$ cat src/rtl/cpu_pkg.sv
// Shared SimpleCPU constants: datapath widths, ALU opcodes and the hard-wired zero register.
package cpu_pkg;

  localparam int unsigned DATA_WIDTH     = 32;
  localparam int unsigned REG_ADDR_WIDTH = 5;
  localparam int unsigned ALU_OP_WIDTH   = 4;

  localparam logic [REG_ADDR_WIDTH-1:0] REG_ZERO = '0;

  typedef enum logic [ALU_OP_WIDTH-1:0] {
    ALU_ADD = 4'd0,
    ALU_SUB = 4'd1,
    ALU_AND = 4'd2,
    ALU_OR  = 4'd3,
    ALU_XOR = 4'd4,
    ALU_NOR = 4'd5,
    ALU_SLT = 4'd6,
    ALU_SLL = 4'd7,
    ALU_SRL = 4'd8,
    ALU_SRA = 4'd9,
    ALU_LUI = 4'd10
  } alu_op_e;

endpackage

$ cat src/rtl/hazard_detect.sv
// Load-use hazard compare: a load in EX whose destination is read by the decoding instruction.
module hazard_detect #(
  parameter int unsigned ADDR_W = 5
) (
  input  logic              ex_valid,
  input  logic              ex_mem_read,
  input  logic [ADDR_W-1:0] ex_rd_addr,
  input  logic              uses_rs,
  input  logic [ADDR_W-1:0] rs_addr,
  input  logic              uses_rt,
  input  logic [ADDR_W-1:0] rt_addr,
  output logic              hazard
);
  import cpu_pkg::*;

  logic rd_live;
  logic rs_hit;
  logic rt_hit;

  always_comb begin
    // r0 is hard-wired, so a load targeting it can never produce a dependency
    rd_live = ex_valid & ex_mem_read & (ex_rd_addr != ADDR_W'(REG_ZERO));
    rs_hit  = uses_rs & (rs_addr == ex_rd_addr);
    rt_hit  = uses_rt & (rt_addr == ex_rd_addr);
    hazard  = rd_live & (rs_hit | rt_hit);
  end

endmodule

$ cat src/rtl/decode_exec_reg.sv
// ID/EX pipeline register: handshake latch with load-use bubble insertion, flush squash
// and writeback refresh of held operands.
module decode_exec_reg #(
  parameter int unsigned DATA_WIDTH     = 32,
  parameter int unsigned REG_ADDR_WIDTH = 5,
  parameter int unsigned ALU_OP_WIDTH   = 4,
  parameter int unsigned CNT_WIDTH      = 16
) (
  input  logic                      clk,
  input  logic                      rst,
  input  logic                      flush,
  input  logic                      dec_valid,
  output logic                      dec_ready,
  input  logic [DATA_WIDTH-1:0]     dec_pc,
  input  logic [REG_ADDR_WIDTH-1:0] dec_rs_addr,
  input  logic [REG_ADDR_WIDTH-1:0] dec_rt_addr,
  input  logic [REG_ADDR_WIDTH-1:0] dec_rd_addr,
  input  logic [DATA_WIDTH-1:0]     dec_rs_data,
  input  logic [DATA_WIDTH-1:0]     dec_rt_data,
  input  logic [DATA_WIDTH-1:0]     dec_imm,
  input  logic [ALU_OP_WIDTH-1:0]   dec_alu_op,
  input  logic                      dec_uses_rs,
  input  logic                      dec_uses_rt,
  input  logic                      dec_wb,
  input  logic                      dec_uses_alu,
  input  logic                      dec_mem_read,
  input  logic                      dec_mem_write,
  input  logic                      wb_en,
  input  logic [REG_ADDR_WIDTH-1:0] wb_addr,
  input  logic [DATA_WIDTH-1:0]     wb_data,
  output logic                      exec_valid,
  input  logic                      exec_ready,
  output logic [DATA_WIDTH-1:0]     exec_pc,
  output logic [REG_ADDR_WIDTH-1:0] exec_rs_addr,
  output logic [DATA_WIDTH-1:0]     exec_rs_data,
  output logic [REG_ADDR_WIDTH-1:0] exec_rt_addr,
  output logic [DATA_WIDTH-1:0]     exec_rt_data,
  output logic [REG_ADDR_WIDTH-1:0] exec_rd_addr,
  output logic [DATA_WIDTH-1:0]     exec_imm,
  output logic [ALU_OP_WIDTH-1:0]   exec_alu_op,
  output logic                      exec_wb,
  output logic                      exec_uses_alu,
  output logic                      exec_mem_read,
  output logic                      exec_mem_write,
  output logic                      load_use_stall,
  output logic [CNT_WIDTH-1:0]      bubble_count
);
  import cpu_pkg::*;

  localparam logic [REG_ADDR_WIDTH-1:0] ZERO_ADDR = REG_ADDR_WIDTH'(REG_ZERO);

  typedef struct packed {
    logic [DATA_WIDTH-1:0]     pc;
    logic [REG_ADDR_WIDTH-1:0] rs_addr;
    logic [DATA_WIDTH-1:0]     rs_data;
    logic [REG_ADDR_WIDTH-1:0] rt_addr;
    logic [DATA_WIDTH-1:0]     rt_data;
    logic [REG_ADDR_WIDTH-1:0] rd_addr;
    logic [DATA_WIDTH-1:0]     imm;
    logic [ALU_OP_WIDTH-1:0]   alu_op;
    logic                      wb;
    logic                      uses_alu;
    logic                      mem_read;
    logic                      mem_write;
  } payload_t;

  payload_t             pl_d, pl_q;
  logic                 valid_d, valid_q;
  logic [CNT_WIDTH-1:0] bubble_count_d, bubble_count_q;
  logic                 hazard;
  logic                 advance;
  logic                 dec_load;
  logic                 wb_live;

  hazard_detect #(
    .ADDR_W (REG_ADDR_WIDTH)
  ) u_hazard_detect (
    .ex_valid    (valid_q),
    .ex_mem_read (pl_q.mem_read),
    .ex_rd_addr  (pl_q.rd_addr),
    .uses_rs     (dec_uses_rs),
    .rs_addr     (dec_rs_addr),
    .uses_rt     (dec_uses_rt),
    .rt_addr     (dec_rt_addr),
    .hazard      (hazard)
  );

  assign advance        = ~valid_q | exec_ready;
  assign dec_ready      = ~rst & (flush | (advance & ~hazard));
  assign load_use_stall = ~rst & hazard & dec_valid & ~flush;
  assign dec_load       = dec_valid & dec_ready & ~flush;
  assign wb_live        = wb_en & (wb_addr != ZERO_ADDR);

  always_comb begin
    valid_d        = valid_q;
    pl_d           = pl_q;
    bubble_count_d = bubble_count_q;
    if (flush) begin
      valid_d = 1'b0;
    end else if (dec_load) begin
      valid_d        = 1'b1;
      pl_d.pc        = dec_pc;
      pl_d.rs_addr   = dec_rs_addr;
      pl_d.rs_data   = (wb_live && wb_addr == dec_rs_addr) ? wb_data : dec_rs_data;
      pl_d.rt_addr   = dec_rt_addr;
      pl_d.rt_data   = (wb_live && wb_addr == dec_rt_addr) ? wb_data : dec_rt_data;
      pl_d.rd_addr   = dec_rd_addr;
      pl_d.imm       = dec_imm;
      pl_d.alu_op    = dec_alu_op;
      pl_d.wb        = dec_wb;
      pl_d.uses_alu  = dec_uses_alu;
      pl_d.mem_read  = dec_mem_read;
      pl_d.mem_write = dec_mem_write;
    end else if (load_use_stall && advance) begin
      valid_d = 1'b0;
      if (bubble_count_q != '1) begin
        bubble_count_d = bubble_count_q + CNT_WIDTH'(1);
      end
    end else if (advance) begin
      valid_d = 1'b0;
    end else begin
      // held instruction: keep operands coherent with the register file
      if (wb_live && wb_addr == pl_q.rs_addr) pl_d.rs_data = wb_data;
      if (wb_live && wb_addr == pl_q.rt_addr) pl_d.rt_data = wb_data;
    end
  end

  always_ff @(posedge clk) begin
    if (rst) begin
      valid_q        <= 1'b0;
      pl_q           <= '0;
      bubble_count_q <= '0;
    end else begin
      valid_q        <= valid_d;
      pl_q           <= pl_d;
      bubble_count_q <= bubble_count_d;
    end
  end

  assign exec_valid     = valid_q;
  assign exec_pc        = pl_q.pc;
  assign exec_rs_addr   = pl_q.rs_addr;
  assign exec_rs_data   = pl_q.rs_data;
  assign exec_rt_addr   = pl_q.rt_addr;
  assign exec_rt_data   = pl_q.rt_data;
  assign exec_rd_addr   = pl_q.rd_addr;
  assign exec_imm       = pl_q.imm;
  assign exec_alu_op    = pl_q.alu_op;
  assign exec_wb        = pl_q.wb & valid_q;
  assign exec_uses_alu  = pl_q.uses_alu & valid_q;
  assign exec_mem_read  = pl_q.mem_read & valid_q;
  assign exec_mem_write = pl_q.mem_write & valid_q;
  assign bubble_count   = bubble_count_q;

endmodule
$ cat config.mk
export PLATFORM = sky130hd
export DESIGN_NAME = decode_exec_reg
export DESIGN_NICKNAME = d
export VERILOG_FILES = /design/src/rtl/cpu_pkg.sv /design/src/rtl/hazard_detect.sv /design/src/rtl/decode_exec_reg.sv
export SDC_FILE = /design/constraint.sdc
export NUM_CORES = 1
export LEC_CHECK = 0
export CELL_PAD_IN_SITES_DETAIL_PLACEMENT = 0
export CELL_PAD_IN_SITES_GLOBAL_PLACEMENT = 1
export CORE_MARGIN = 2
export CORE_UTILIZATION = 29
export CTS_BUF_LIST = sky130_fd_sc_hd__clkbuf_8
export CTS_CLUSTER_SIZE = 24
export DETAILED_ROUTE_END_ITERATION = 6
export PLACE_DENSITY_LB_ADDON = 0.2
export REMOVE_ABC_BUFFERS = 1
export SKIP_CTS_REPAIR_TIMING = 1
export SLEW_MARGIN = 10
export SYNTH_ARGS = -nofsm -noshare
export SYNTH_HDL_FRONTEND = slang
export SYNTH_SLANG_ARGS = --single-unit
$ cat constraint.sdc
create_clock -name clk -period 2.05 [get_ports clk]
set_input_delay 0.41 -clock clk [delete_from_list [all_inputs] [get_ports clk]]
set_output_delay 0.41 -clock clk [all_outputs]
set_load 0.02 [all_outputs]
==> results of run 1 <==
==> power by group through the flow <==
stage                     Clock [mW]  Sequential, mW  Combinational, mW
final                           2.56            3.51               1.94
after floorplan                    0            3.77              0.522
after CTS                       2.71            3.51               1.72
after global routing            2.81            3.53               2.06
after detailed placement           0            3.58               1.72
after global placement             0            3.58               1.71
==> cell usage after synthesis, drive strengths merged <==
cell / n / share of area, %
buf: 182 / 17
dfxtp: 168 / 39
nor2: 160 / 7.0
mux2i: 152 / 18
a211oi: 64 / 7.4
xnor2: 26 / 2.7
clkbuf: 22 / 0.97
a21oi: 16 / 1.1
o21ai: 16 / 1.1
or3: 14 / 1.0
nand2: 11 / 0.48
nand3: 9 / 0.53
nand4: 6 / 0.51
xor2: 6 / 0.62
and2: 5 / 0.37
inv: 4 / 0.18
o32a: 2 / 0.23
or2: 2 / 0.15
or4: 2 / 0.22
a211o: 1 / 0.10
and3: 1 / 0.073
and4: 1 / 0.10
ha: 1 / 0.15
nor2b: 1 / 0.073
nor3: 1 / 0.059
nor4: 1 / 0.073
o2111ai: 1 / 0.10
o21a: 1 / 0.088
o21ba: 1 / 0.12
o22ai: 1 / 0.23
o41ai: 1 / 0.19
or3b: 1 / 0.10
or4b: 1 / 0.16
==> worst max path at each step <==
stage	depth (start not counted)	end	start
floorplan	5	exec_alu_op[0]	exec_rd_addr[0]
global placement	7	load_use_stall	dec_rs_addr[2]
detailed placement	7	load_use_stall	dec_rs_addr[2]
CTS	6	dec_ready	exec_rd_addr[0]
global route	6	dec_ready	exec_rd_addr[0]
finish	7	load_use_stall	exec_rd_addr[0]
==> metal layers <==
layer | wire length, µm | vias to the layer above | GRT usage, % | share of wire, %
met5 | 0 | - | 0 | 0
met4 | 354 | 0 | 4.72 | 1.2
met3 | 1840 | 17 | 5.43 | 6.4
met2 | 14700 | 189 | 29.3 | 51
met1 | 11700 | 3246 | 18.9 | 41
li1 | - | 3466 | - | -
==> sequential cells by signal, indices dropped and copies added (netlist names) <==
| signal | cells |
|---|---|
| pl_q | 4 |
| exec_rd_addr | 5 |
| exec_rs_data | 32 |
| exec_imm | 32 |
| bubble_count | 16 |
| exec_rs_addr | 5 |
| exec_rt_addr | 5 |
| exec_alu_op | 4 |
| exec_rt_data | 32 |
| exec_valid | 1 |
| exec_pc | 32 |
==> area by class of cell <==
cell class,instances,area (µm²)
sequential,168,3370
fill,2802,15500
timing repair buffer,485,5180
multi-input combinational,505,3920
tap,384,480
inverter,4,15.0
clock inverter,15,198
clock buffer,17,234
==> kinds of logic (layout without fill, tap and decap cells) <==
family	count (synthesis)	count (layout)	share of synthesized area, %
AOI/OAI and AO/OA	104	104	10.6
xor gates and xnor gates	32	32	3.28
adders and majority gates	1	1	0.146
buffers and inverters	208	521	17.9
DFF	168	168	39.4
muxes	152	152	17.8
and+or+nand+nor	216	216	11.0
==> critical path, delay by kind of cell (launching register included) <==
kind | cells | cell delay, ns
simple gates | 3 | 0.65
buf+inv | 3 | 0.40
flops | 1 | 0.33
compound gates | 1 | 0.23
==> cells in the final DEF, fill, tap and decap left out, drive strengths merged, types with 2 or more instances in the layout <==
master and n:
nand4 6, a211oi 64, a21oi 16, nor2 160, or3 14, or4 2, buf 111, dfxtp 168
nand2 11, o21ai 16, mux2i 152, clkbuf 29, and2 5, nand3 9, o32a 2, clkdlybuf4s50 354
inv 10, or2 2, xnor2 26, dlymetal6s2s 8, clkinv 8, xor2 6
==> summary.txt, run 1 <==
Final ANT Viol Nets -> 0
Hold_sp -> exec_imm[25]
R2R Path Start -> exec_rd_addr[0]
RSZ-0062 raised after global routing -> yes
Critical path's slowest cell -> or4_4
Status -> finished with violations
Slowest cell delay on critical path -> 0.53 ns
Core footprint -> 28900 µm²
Number of H-tree levels -> 4
Power Dens Cells -> 599 nW/µm²
Final hold viol count -> 0
Vias post-DR -> 6918
Port bufs -> 365
Vias in the first global route -> 6674
TNS Setup -> -50.25 ns
Cell Count Post-Placement -> 1506
Worst path cell trace -> or4_4 > o21a_1 > buf_4 > buf_6 > nand2_1 > nor2_2 > buf_6
GRT Util Overall -> 16.5%
Clk sinks -> 168
Leak pwr -> 5.08 nW
HP Class -> reg2reg
Synth warn -> 0
CTS Buf Count -> 17
Setup slack, reg-to-reg -> -0.38 ns
Via density -> 4.38
Fin area -> 13400 µm²
Seq/Total Area, Yosys -> 39.4%
Crit path arrival time -> 2.07 ns
Detailed Route WL -> 28600 µm
TritonCTS clock tree -> built
Root Driver -> clkbuf_8
Syn avg cell area -> 9.70 µm²
Clock transition at path regs -> 0.11 ns
Fmax -> 403 MHz
Final setup fails -> 170
Post-Syn Area -> 8540 µm²
Drt drc -> 0
Crit path launch type -> flip-flop
Final std cells w/o fill -> 1578
MaxCap Viol Count -> 0
Tot Pwr -> 8.01 mW
Die Span Y -> 176 µm
Psw -> 2.55 mW
Area grow syn2layout -> 56.7%
Worst-Skew Late Latency -> 0.49 ns
Hold slack -> 0.500 ns
RePlAce Congestion -> 0.779
Synthesized flop and latch total -> 168
Sequential share of power -> 43.8%
I/O pins -> 366
Nets -> 1378
Max-slew violations -> 0
Worst setup EP type -> primary output
Actual slew at the worst max-slew pin -> 0.963 ns
Placed cell area -> 12000 µm²
R2r endpoint -> exec_rs_data[5]
DR iter-0 viols -> 215
Hold Path Sink -> exec_imm[25]
Initial antenna violation count -> 0
Pint -> 5.46 mW
Comb power frac -> 24.2%
Crit path max fanout -> 6
Final core utilization -> 46.4%
WP data required -> 1.64 ns
Peak supply drop -> 0.424 mV
DIE AREA -> 30800 µm²
Failing checks -> setup timing
Largest net degree at the start of global routing -> 169
Cell count after synthesis -> 881
DR WL/cell -> 18.1 µm
# diodes -> 0
Dpl hpwl -> 19300 µm
First-pass GRT wire length -> 39200 µm
Worst rel slew slack -> 35.8%
Final worst setup slack -> -0.431 ns
Dpl ws -> -0.696 ns
Fin crit share -> 121%
Clock share of power -> 32.0%
Share of layout cells above drive strength 1 -> 21.2%
Sw Share -> 31.8%
Final min period -> 2.48 ns
Total grt overflow -> 0
Die width -> 176 µm
Initial core utilization -> 29.6%
Hold path depth -> 2
Cell row count -> 62
Yosys cell types -> 44
Longest Clk Path Bufs -> 2
Clock skew -> 0.0255 ns
TritonRoute pass-1 iters -> 4
Reg2Reg Depth -> 11
Worst setup path class -> reg2out
Most frequent CP cell -> buf_6
Power figures use the tool's default switching activity.
==> run 2: changes to the inputs <==
RECOVER_POWER = 25   (was default)
==> run 2 against run 1 <==
  * Wire length about the same
  * Fmax about the same
  * Clock power about the same
  * Critical endpoint unchanged
  * Highest routed layer unchanged
  * The flow still finishes with violations (setup timing)
  * Largest cell class unchanged
==> summary.txt, run 2 (synthesized netlist as in run 1, its figures left out) <==
Status -> finished with violations
Failing checks -> setup timing
Via density -> 4.38
HP Class -> reg2reg
Power Dens Cells -> 601 nW/µm²
Crit path launch type -> flip-flop
Vias in the first global route -> 6674
Die Span Y -> 176 µm
WP data required -> 1.64 ns
Longest Clk Path Bufs -> 2
Clk sinks -> 168
Leak pwr -> 5.01 nW
RePlAce Congestion -> 0.779
GRT Util Overall -> 16.5%
Final min period -> 2.48 ns
Commonest non-fill, non-tap cell in the layout -> clkdlybuf4s50_1
Drt drc -> 0
I/O pins -> 366
DIE AREA -> 30800 µm²
Fmax -> 403 MHz
Final hold viol count -> 0
DR iter-0 viols -> 215
CTS Buf Count -> 17
TritonCTS clock tree -> built
Final worst setup slack -> -0.430 ns
Clock transition at path regs -> 0.11 ns
Largest net degree at the start of global routing -> 169
Root Driver -> clkbuf_8
Fin crit share -> 121%
Total grt overflow -> 0
RSZ-0062 raised after global routing -> yes
Detailed Route WL -> 28600 µm
Nets -> 1378
First-pass GRT wire length -> 39200 µm
Hold slack -> 0.499 ns
Number of H-tree levels -> 4
DR WL/cell -> 18.1 µm
Port bufs -> 365
Max-slew violations -> 0
Share of layout cells above drive strength 1 -> 21.2%
Worst setup EP type -> primary output
Crit path max fanout -> 6
# diodes -> 0
Dpl hpwl -> 19300 µm
Crit path arrival time -> 2.07 ns
Initial antenna violation count -> 0
Die width -> 176 µm
Peak supply drop -> 0.424 mV
Area grow syn2layout -> 55.9%
Worst setup startpoint -> exec_rd_addr[0]
Filler instances -> 2812
Cell row count -> 62
Worst rel slew slack -> 35.9%
MaxCap Viol Count -> 0
Final setup fails -> 170
Clock skew -> 0.0257 ns
Worst-Skew Late Latency -> 0.48 ns
Vias post-DR -> 6918
Initial core utilization -> 29.6%
Hold_sp -> exec_pc[27]
Final ANT Viol Nets -> 0
Actual slew at the worst max-slew pin -> 0.961 ns
Worst setup path class -> reg2out
Core footprint -> 28900 µm²
Dpl ws -> -0.696 ns
Commonest non-fill, non-tap cells in the layout -> 321 x clkdlybuf4s50_1, 166 x dfxtp_1, 145 x nor2_1, 141 x mux2i_1, 62 x buf_4
R2R Path Start -> exec_rd_addr[0]
TritonRoute pass-1 iters -> 4
==> run 2: worst paths after layout <==
kind                            to  slack (ns)  depth (start not counted)
setup / recovery    load_use_stall       -0.43                          7
hold / removal         exec_pc[27]        0.50                          2
setup reg to reg  exec_rs_data[19]       -0.38                         11
hold reg to reg        exec_pc[27]        0.50                          2
==> run 2: area by class of cell <==
class                   instances  area, µm²  share of cell area (%)
multi-input cells             505       3920                    29.4
inverters                       4       15.0                   0.113
clock inverters                15        198                    1.48
clock buffers                  17        234                    1.76
well taps                     384        480                    3.61
repair buffers                485       5110                    38.4
flip-flops and latches        168       3370                    25.3
==> run 2: worst max-delay path: stages (launching register included) <==
cell and delay (ns):
dfxtp_2 0.33, or4_4 0.53, o21a_1 0.23, buf_4 0.14, buf_6 0.13, nand2_1 0.07
nor2_2 0.05, buf_6 0.13
==> run 2: power breakdown <==
| group | total, mW | switching (mW) | internal [mW] | leakage, nW |
|---|---|---|---|---|
| logic | 1.92 | 0.855 | 1.07 | 3.43 |
| registers | 3.51 | 0.0871 | 3.42 | 1.37 |
| clock network | 2.56 | 1.61 | 0.956 | 0.209 |
| total | 8.00 | 2.55 | 5.45 | 5.01 |
==> run 2: routing by layer <==
layer  vias up  track usage, %  share of wire [%]
li1       3466               -                  -
met1      3250            18.9                 41
met2       185            29.3                 51
met3        17            5.43                6.3
met4         0            4.72                1.2
met5         -               0                  0
==> run 2: per-stage QoR <==
| step | std cells | cell area, µm² | setup TNS (ns) | util [%] | power, mW |
|---|---|---|---|---|---|
| floorplan | 677 | 7030 | -574.99 | - | 4.29 |
| global placement | 1506 | 12000 | -98.74 | 41.7 | 5.29 |
| detailed placement | 1506 | 12000 | -99.47 | 41.7 | 5.30 |
| CTS | 1538 | 12500 | -24.33 | 43.2 | 7.94 |
| global route | 1578 | 13300 | -62.42 | 46.2 | 8.39 |
| finish | 1578 | 13300 | -50.23 | 46.2 | 8.00 |
